$ cat src/rtl/fifo_rd_pkg.sv
// Shared types and default widths for the FIFO read-side adapter.
package fifo_rd_pkg;

  localparam int unsigned DEFAULT_FIFO_WIDTH = 16;
  localparam int unsigned DEFAULT_CNT_WIDTH  = 16;
  localparam int unsigned OCC_WIDTH          = 2;

  typedef enum logic [1:0] {
    IDLE   = 2'd0,
    ACTIVE = 2'd1,
    FLUSH  = 2'd2
  } fifo_rd_state_e;

endpackage

$ cat src/rtl/fifo_rd_skid.sv
// Two-entry skid buffer: head drives the output word, tail absorbs FIFO read data.
module fifo_rd_skid
  import fifo_rd_pkg::*;
#(
  parameter int unsigned WIDTH = DEFAULT_FIFO_WIDTH
) (
  input  logic                 clk,
  input  logic                 rst_n,
  input  logic                 clear,
  input  logic                 push,
  input  logic [WIDTH-1:0]     din,
  input  logic                 pop,
  output logic [OCC_WIDTH-1:0] occ,
  output logic [WIDTH-1:0]     head
);

  logic [WIDTH-1:0]     q0;
  logic [WIDTH-1:0]     q1;
  logic [OCC_WIDTH-1:0] occ_q;

  // clear wins over push/pop; push with pop keeps occupancy constant
  always_ff @(posedge clk or negedge rst_n) begin
    if (!rst_n) begin
      q0    <= '0;
      q1    <= '0;
      occ_q <= '0;
    end else if (clear) begin
      occ_q <= '0;
    end else begin
      case ({push, pop})
        2'b10: begin
          if (occ_q == OCC_WIDTH'(0)) q0 <= din;
          else                        q1 <= din;
          occ_q <= occ_q + OCC_WIDTH'(1);
        end
        2'b01: begin
          q0    <= q1;
          occ_q <= occ_q - OCC_WIDTH'(1);
        end
        2'b11: begin
          if (occ_q == OCC_WIDTH'(2)) begin
            q0 <= q1;
            q1 <= din;
          end else begin
            q0 <= din;
          end
        end
        default: ;
      endcase
    end
  end

  assign occ  = occ_q;
  assign head = q0;

endmodule

$ cat src/rtl/fifo_rd_adapter.sv
// Read-side FIFO adapter: issues rd_en, absorbs read latency, emits a valid/ready stream.
// Optional statistics (rd_count, underflow_seen) built when FIFO_RD_ADAPTER_STATS_EN is defined.
module fifo_rd_adapter
  import fifo_rd_pkg::*;
#(
  parameter int unsigned FIFO_WIDTH = DEFAULT_FIFO_WIDTH,
  parameter int unsigned CNT_WIDTH  = DEFAULT_CNT_WIDTH
) (
  input  logic                  clk,
  input  logic                  rst_n,
  input  logic                  fifo_empty,
  input  logic [FIFO_WIDTH-1:0] fifo_data_out,
  input  logic                  fifo_underflow,
  output logic                  fifo_rd_en,
  input  logic                  flush,
  output logic                  m_valid,
  input  logic                  m_ready,
  output logic [FIFO_WIDTH-1:0] m_data,
  output logic                  busy,
  output logic [CNT_WIDTH-1:0]  rd_count,
  output logic                  underflow_seen
);

  localparam int unsigned PEND_WIDTH = OCC_WIDTH + 1;

  fifo_rd_state_e        state_q;
  fifo_rd_state_e        state_d;
  logic                  inflight;
  logic                  busy_q;
  logic                  pop;
  logic                  push;
  logic [OCC_WIDTH-1:0]  occ;
  logic [PEND_WIDTH-1:0] occ_left;
  logic [PEND_WIDTH-1:0] occ_pend;

  assign m_valid  = (occ != OCC_WIDTH'(0));
  assign pop      = m_valid && m_ready;
  // A word still in flight while flushing is dropped on arrival
  assign push     = inflight && !flush && (state_q != FLUSH);
  assign occ_left = PEND_WIDTH'(occ) - PEND_WIDTH'(pop);
  assign occ_pend = occ_left + PEND_WIDTH'(inflight);

  assign fifo_rd_en = (state_q == ACTIVE) && !fifo_empty && !flush &&
                      (occ_pend < PEND_WIDTH'(2));

  fifo_rd_skid #(.WIDTH(FIFO_WIDTH)) u_skid (
    .clk   (clk),
    .rst_n (rst_n),
    .clear (flush),
    .push  (push),
    .din   (fifo_data_out),
    .pop   (pop),
    .occ   (occ),
    .head  (m_data)
  );

  // Next-state logic
  always_comb begin
    state_d = state_q;
    case (state_q)
      IDLE: begin
        if (flush)            state_d = FLUSH;
        else if (!fifo_empty) state_d = ACTIVE;
      end
      ACTIVE: begin
        if (flush) state_d = FLUSH;
        else if (fifo_empty && (occ_left == PEND_WIDTH'(0)) && !inflight) state_d = IDLE;
      end
      FLUSH: begin
        if (flush)          state_d = FLUSH;
        else if (!inflight) state_d = IDLE;
      end
      default: state_d = IDLE;
    endcase
  end

  always_ff @(posedge clk or negedge rst_n) begin
    if (!rst_n) begin
      state_q  <= IDLE;
      inflight <= 1'b0;
      busy_q   <= 1'b0;
    end else begin
      state_q  <= state_d;
      inflight <= fifo_rd_en;
      busy_q   <= (state_d != IDLE);
    end
  end

  assign busy = busy_q;

`ifdef FIFO_RD_ADAPTER_STATS_EN
  logic [CNT_WIDTH-1:0] rd_count_q;
  logic                 underflow_q;

  // Delivered-word counter wraps; underflow flag is sticky until reset
  always_ff @(posedge clk or negedge rst_n) begin
    if (!rst_n) begin
      rd_count_q  <= '0;
      underflow_q <= 1'b0;
    end else begin
      if (pop)            rd_count_q  <= rd_count_q + CNT_WIDTH'(1);
      if (fifo_underflow) underflow_q <= 1'b1;
    end
  end

  assign rd_count       = rd_count_q;
  assign underflow_seen = underflow_q;
`else
  logic unused_underflow;
  assign unused_underflow = fifo_underflow;
  assign rd_count         = '0;
  assign underflow_seen   = 1'b0;
`endif

endmodule

$ cat config.mk
export PLATFORM = sky130hd
export DESIGN_NAME = fifo_rd_adapter
export DESIGN_NICKNAME = d
export VERILOG_FILES = /design/src/rtl/fifo_rd_pkg.sv /design/src/rtl/fifo_rd_skid.sv /design/src/rtl/fifo_rd_adapter.sv
export SDC_FILE = /design/constraint.sdc
export NUM_CORES = 1
export LEC_CHECK = 0
export CAP_MARGIN = 20
export CORE_MARGIN = 2
export CORE_UTILIZATION = 47
export DETAILED_ROUTE_END_ITERATION = 8
export GPL_TIMING_DRIVEN = 0
export PLACE_DENSITY = 0.79
export SYNTH_ARGS = -nofsm -noshare
export SYNTH_HDL_FRONTEND = slang
export SYNTH_SLANG_ARGS = --single-unit
$ cat constraint.sdc
create_clock -name clk -period 3.08 [get_ports clk]
set_clock_uncertainty 0.15 [all_clocks]
set_input_delay 0.616 -clock clk [delete_from_list [all_inputs] [get_ports clk]]
set_output_delay 0.616 -clock clk [all_outputs]
set_load 0.1 [all_outputs]
==> run_results.csv, run 1 <==
group,metric,value,unit
floorplanning,core,4060,um2
synth,synthSimpleGateAreaFrac,4.11,%
drt,wl_per_cell,14.1,um
cells_and_area,final_area,2730,um2
synth,yosys.area_share.adder,1.87,%
synth,synth.avg_cell_area,14.3,um2
cells_and_area,area_growth,36.0,%
global_route,grt_pass1_vias,1295,
cells_and_area,fin_cells,262,
drt,totalWireLength,3700,um
placed_design,detailed_place_hpwl,2560,um
floorplanning,die_h,69.4,um
worst_setup_path,r2r-start,"u_skid.occ[1]$_DFFE_PN0P_",
synth,synth_flop_cell,"dfrtp_1",
worst_setup_path,setup.worst_path.end_class,"primary output",
drt,first_pass_iters,4,
synth,ys_seq_area_share,47.3,%
timing,fin_crit_sh,97.6,%
timing,worst_slew_pin_slew,0.982,ns
timing,setup_viol,0,
cells_and_area,nets,236,
floorplanning,start_util,49.5,%
floorplanning,die_w,69.4,um
cts,clk_latency,0.29,ns
pwr,p_per_area,517,nW/um2
worst_setup_path,crit_chain,"buf_4, buf_4, or2_2, clkdlybuf4s50_1",
cts,htreeDepth,2,
status,status,"finished, final reports clean",
worst_setup_path,slowest_delay,0.98,ns
worst_setup_path,r2r_end,"u_skid.head[6]$_DFFE_PN0P_",
worst_setup_path,crit_path_frequent_cell,"buf_4",
timing,timing.final.crit_period,3.01,ns
synth,synth_edf_count,0,
floorplanning,fp.dieArea,4810,um2
timing,max_freq,333,MHz
synth,yosysWarningCount,0,
placed_design,place_congestion,0.761,
cts,cts_root_buffer,"clkbuf_8",
synth,yosysUniqueCellTypes,33,
worst_setup_path,critPathSlowestCell,"clkdlybuf4s50_1",
timing,hold_violations,0,
synth,synth_top_area_cell,"dfrtp_1",
worst_setup_path,critPathMaxFanout,3,
drt,via_per_inst,4.84,
worst_setup_path,cp_data_arrival_time,2.24,ns
timing,whs,0.277,ns
placed_design,io_buffers,39,
cts,cts_buffers,5,
synth,synth-compound-area-share,4.42,%
drt,drt_iter0_drc,101,
drt,drc,0,
drt,final_antenna_net_count,0,
worst_setup_path,reg2reg_slack,0.94,ns
synth,yosys_register_bits,38,
synth,synth-xor-area-share,1.74,%
floorplanning,num_rows,23,
floorplanning,num_io_pins,58,
cts,cts_tree,"yes",
cts,path_clk_slew,0.07,ns
cells_and_area,diodes,0,
synth,yosysTopAreaCellShare,47.3,%
global_route,grt.overflow.total,0,
worst_setup_path,crit_type,"reg -> out",
synth,synthArstFlopShare,100,%
min_path,holdCritPathClass,"in -> async",
placed_design,placed_area,2520,um2
cells_and_area,drive_gt1_share,48.6,%
worst_setup_path,cp-start-kind,"register",
cts,cts.path.max_buffers,2,
timing,drv_slew,0,
synth,ys_top_cells_by_area,"dfrtp_1 (47%), mux2_4 (15%), mux2_2 (15%)",
cts,cts.sinks,38,
global_route,grt_max_degree,39,
worst_setup_path,reg2reg_depth,6,
timing,slew_headroom,34.3,%
synth,synthMuxAreaShare,31.1,%
global_route,grt_use_total,16.2,%
synth,synthCells,141,
pwr,leakagePower,1.33,nW
worst_setup_path,required,2.31,ns
flow_run,max_cap_violations,0,
drt,vias,1268,
placed_design,dpl.cell_count,246,
synth,synth_top_family_by_area,"multiplexers",
synth,syn_area,2010,um2
pwr,ir_worst_vdd,0.272,mV
global_route,grt_pass1_wl,6150,um
global_route,antenna_found_initial,0,
[through the flow]
step / power [mW] / util, % / TNS, ns / worst slack [ns]
after floorplan: 0.958 / - / 0 / 0.0916
after global placement: 1.07 / 62.2 / -1.30 / -1.30
after detailed placement: 1.07 / 62.1 / -1.35 / -1.35
after CTS: 1.43 / 66.4 / 0 / 0.00955
after global routing: 1.47 / 67.3 / -0.00783 / -0.00783
final: 1.41 / 67.3 / 0 / 0.0743
[flip-flops by register name, summed over array words and instances (netlist names)]
name / flops
u_skid.occ: 2
u_skid.q1: 16
state_q: 2
busy: 1
u_skid.head: 16
inflight: 1
[cell type report]
class	count	area (um2)
clock inverter	1	5.00
clock buffer	7	86.3
fill	297	1330
sequential	38	953
buffer	21	166
multi-input combinational	93	990
timing repair buffer	47	450
tap	50	62.6
inverter	5	18.8
[worst max-delay path, delay by kind of cell, from the launching register on]
family,cells,cell delay (ns)
buffers and inverters,3,1.26
flip-flops,1,0.43
AND/OR/NAND/NOR,1,0.26
[cells in the final DEF (no fill, tap or decap), types with 2 or more instances in the layout]
| cell type | instances |
|---|---|
| ha_4 | 3 |
| mux2_4 | 20 |
| inv_1 | 3 |
| mux2_1 | 2 |
| inv_2 | 2 |
| dfrtp_2 | 2 |
| clkdlybuf4s50_1 | 36 |
| a21oi_1 | 3 |
| buf_4 | 25 |
| buf_6 | 3 |
| or2_2 | 2 |
| conb_1 | 17 |
| dfrtp_1 | 36 |
| clkbuf_8 | 6 |
| buf_2 | 3 |
| mux2_2 | 26 |
[kinds of logic after synthesis]
family          count (synthesis)
xor+xnor                        2
compound gates                 10
mux                            49
other cells                     1
fa+ha+maj                       3
buf+inv                        26
simple gates                   12
flops                          38
[worst max path at each step]
stage / endpoint / startpoint / cells after the start
detailed placement: fifo_rd_en / m_ready / 10
global placement: fifo_rd_en / m_ready / 10
CTS: fifo_rd_en / u_skid.occ[0]$_DFFE_PN0P_ / 9
floorplan: fifo_rd_en / m_ready / 8
global route: fifo_rd_en / u_skid.occ[1]$_DFFE_PN0P_ / 8
finish: m_valid / u_skid.occ[0]$_DFFE_PN0P_ / 4
[synth_stat cells (all sizes together), types with 2 or more instances]
cell type and n:
nor2b 2, or2 2, inv 5, a21oi 4
mux2 48, o21ai 2, dfrtp 38, buf 21
ha 3
[power by group]
part	switching, mW	internal (mW)
clock	0.166	0.180
combinational	0.377	0.139
sequential	0.0188	0.532
total	0.562	0.851
[what timing repair did]
item | 4_1_cts | 5_1_grt
endpoints found under the setup margin | 1 | 1
hold endpoints to repair | 0 | 0
pin swaps | 5 | 3
hold buffers | 0 | 0
gates resized for setup | 20 | 3
setup buffers | 6 | 2
[metal layers]
metal / wire length, um / track usage (%)
met1: 1490 / 19.2
met2: 1930 / 27.8
met3: 246 / 5.52
met4: 42 / 4.58
met5: 0 / 0
Power figures use the tool's default switching activity.
==> inputs of run 2 (changes only) <==
- CAP_MARGIN: 20 -> default
==> results of run 2 <==
No change in the layout: final DEF, timing and power equal those of run 1.
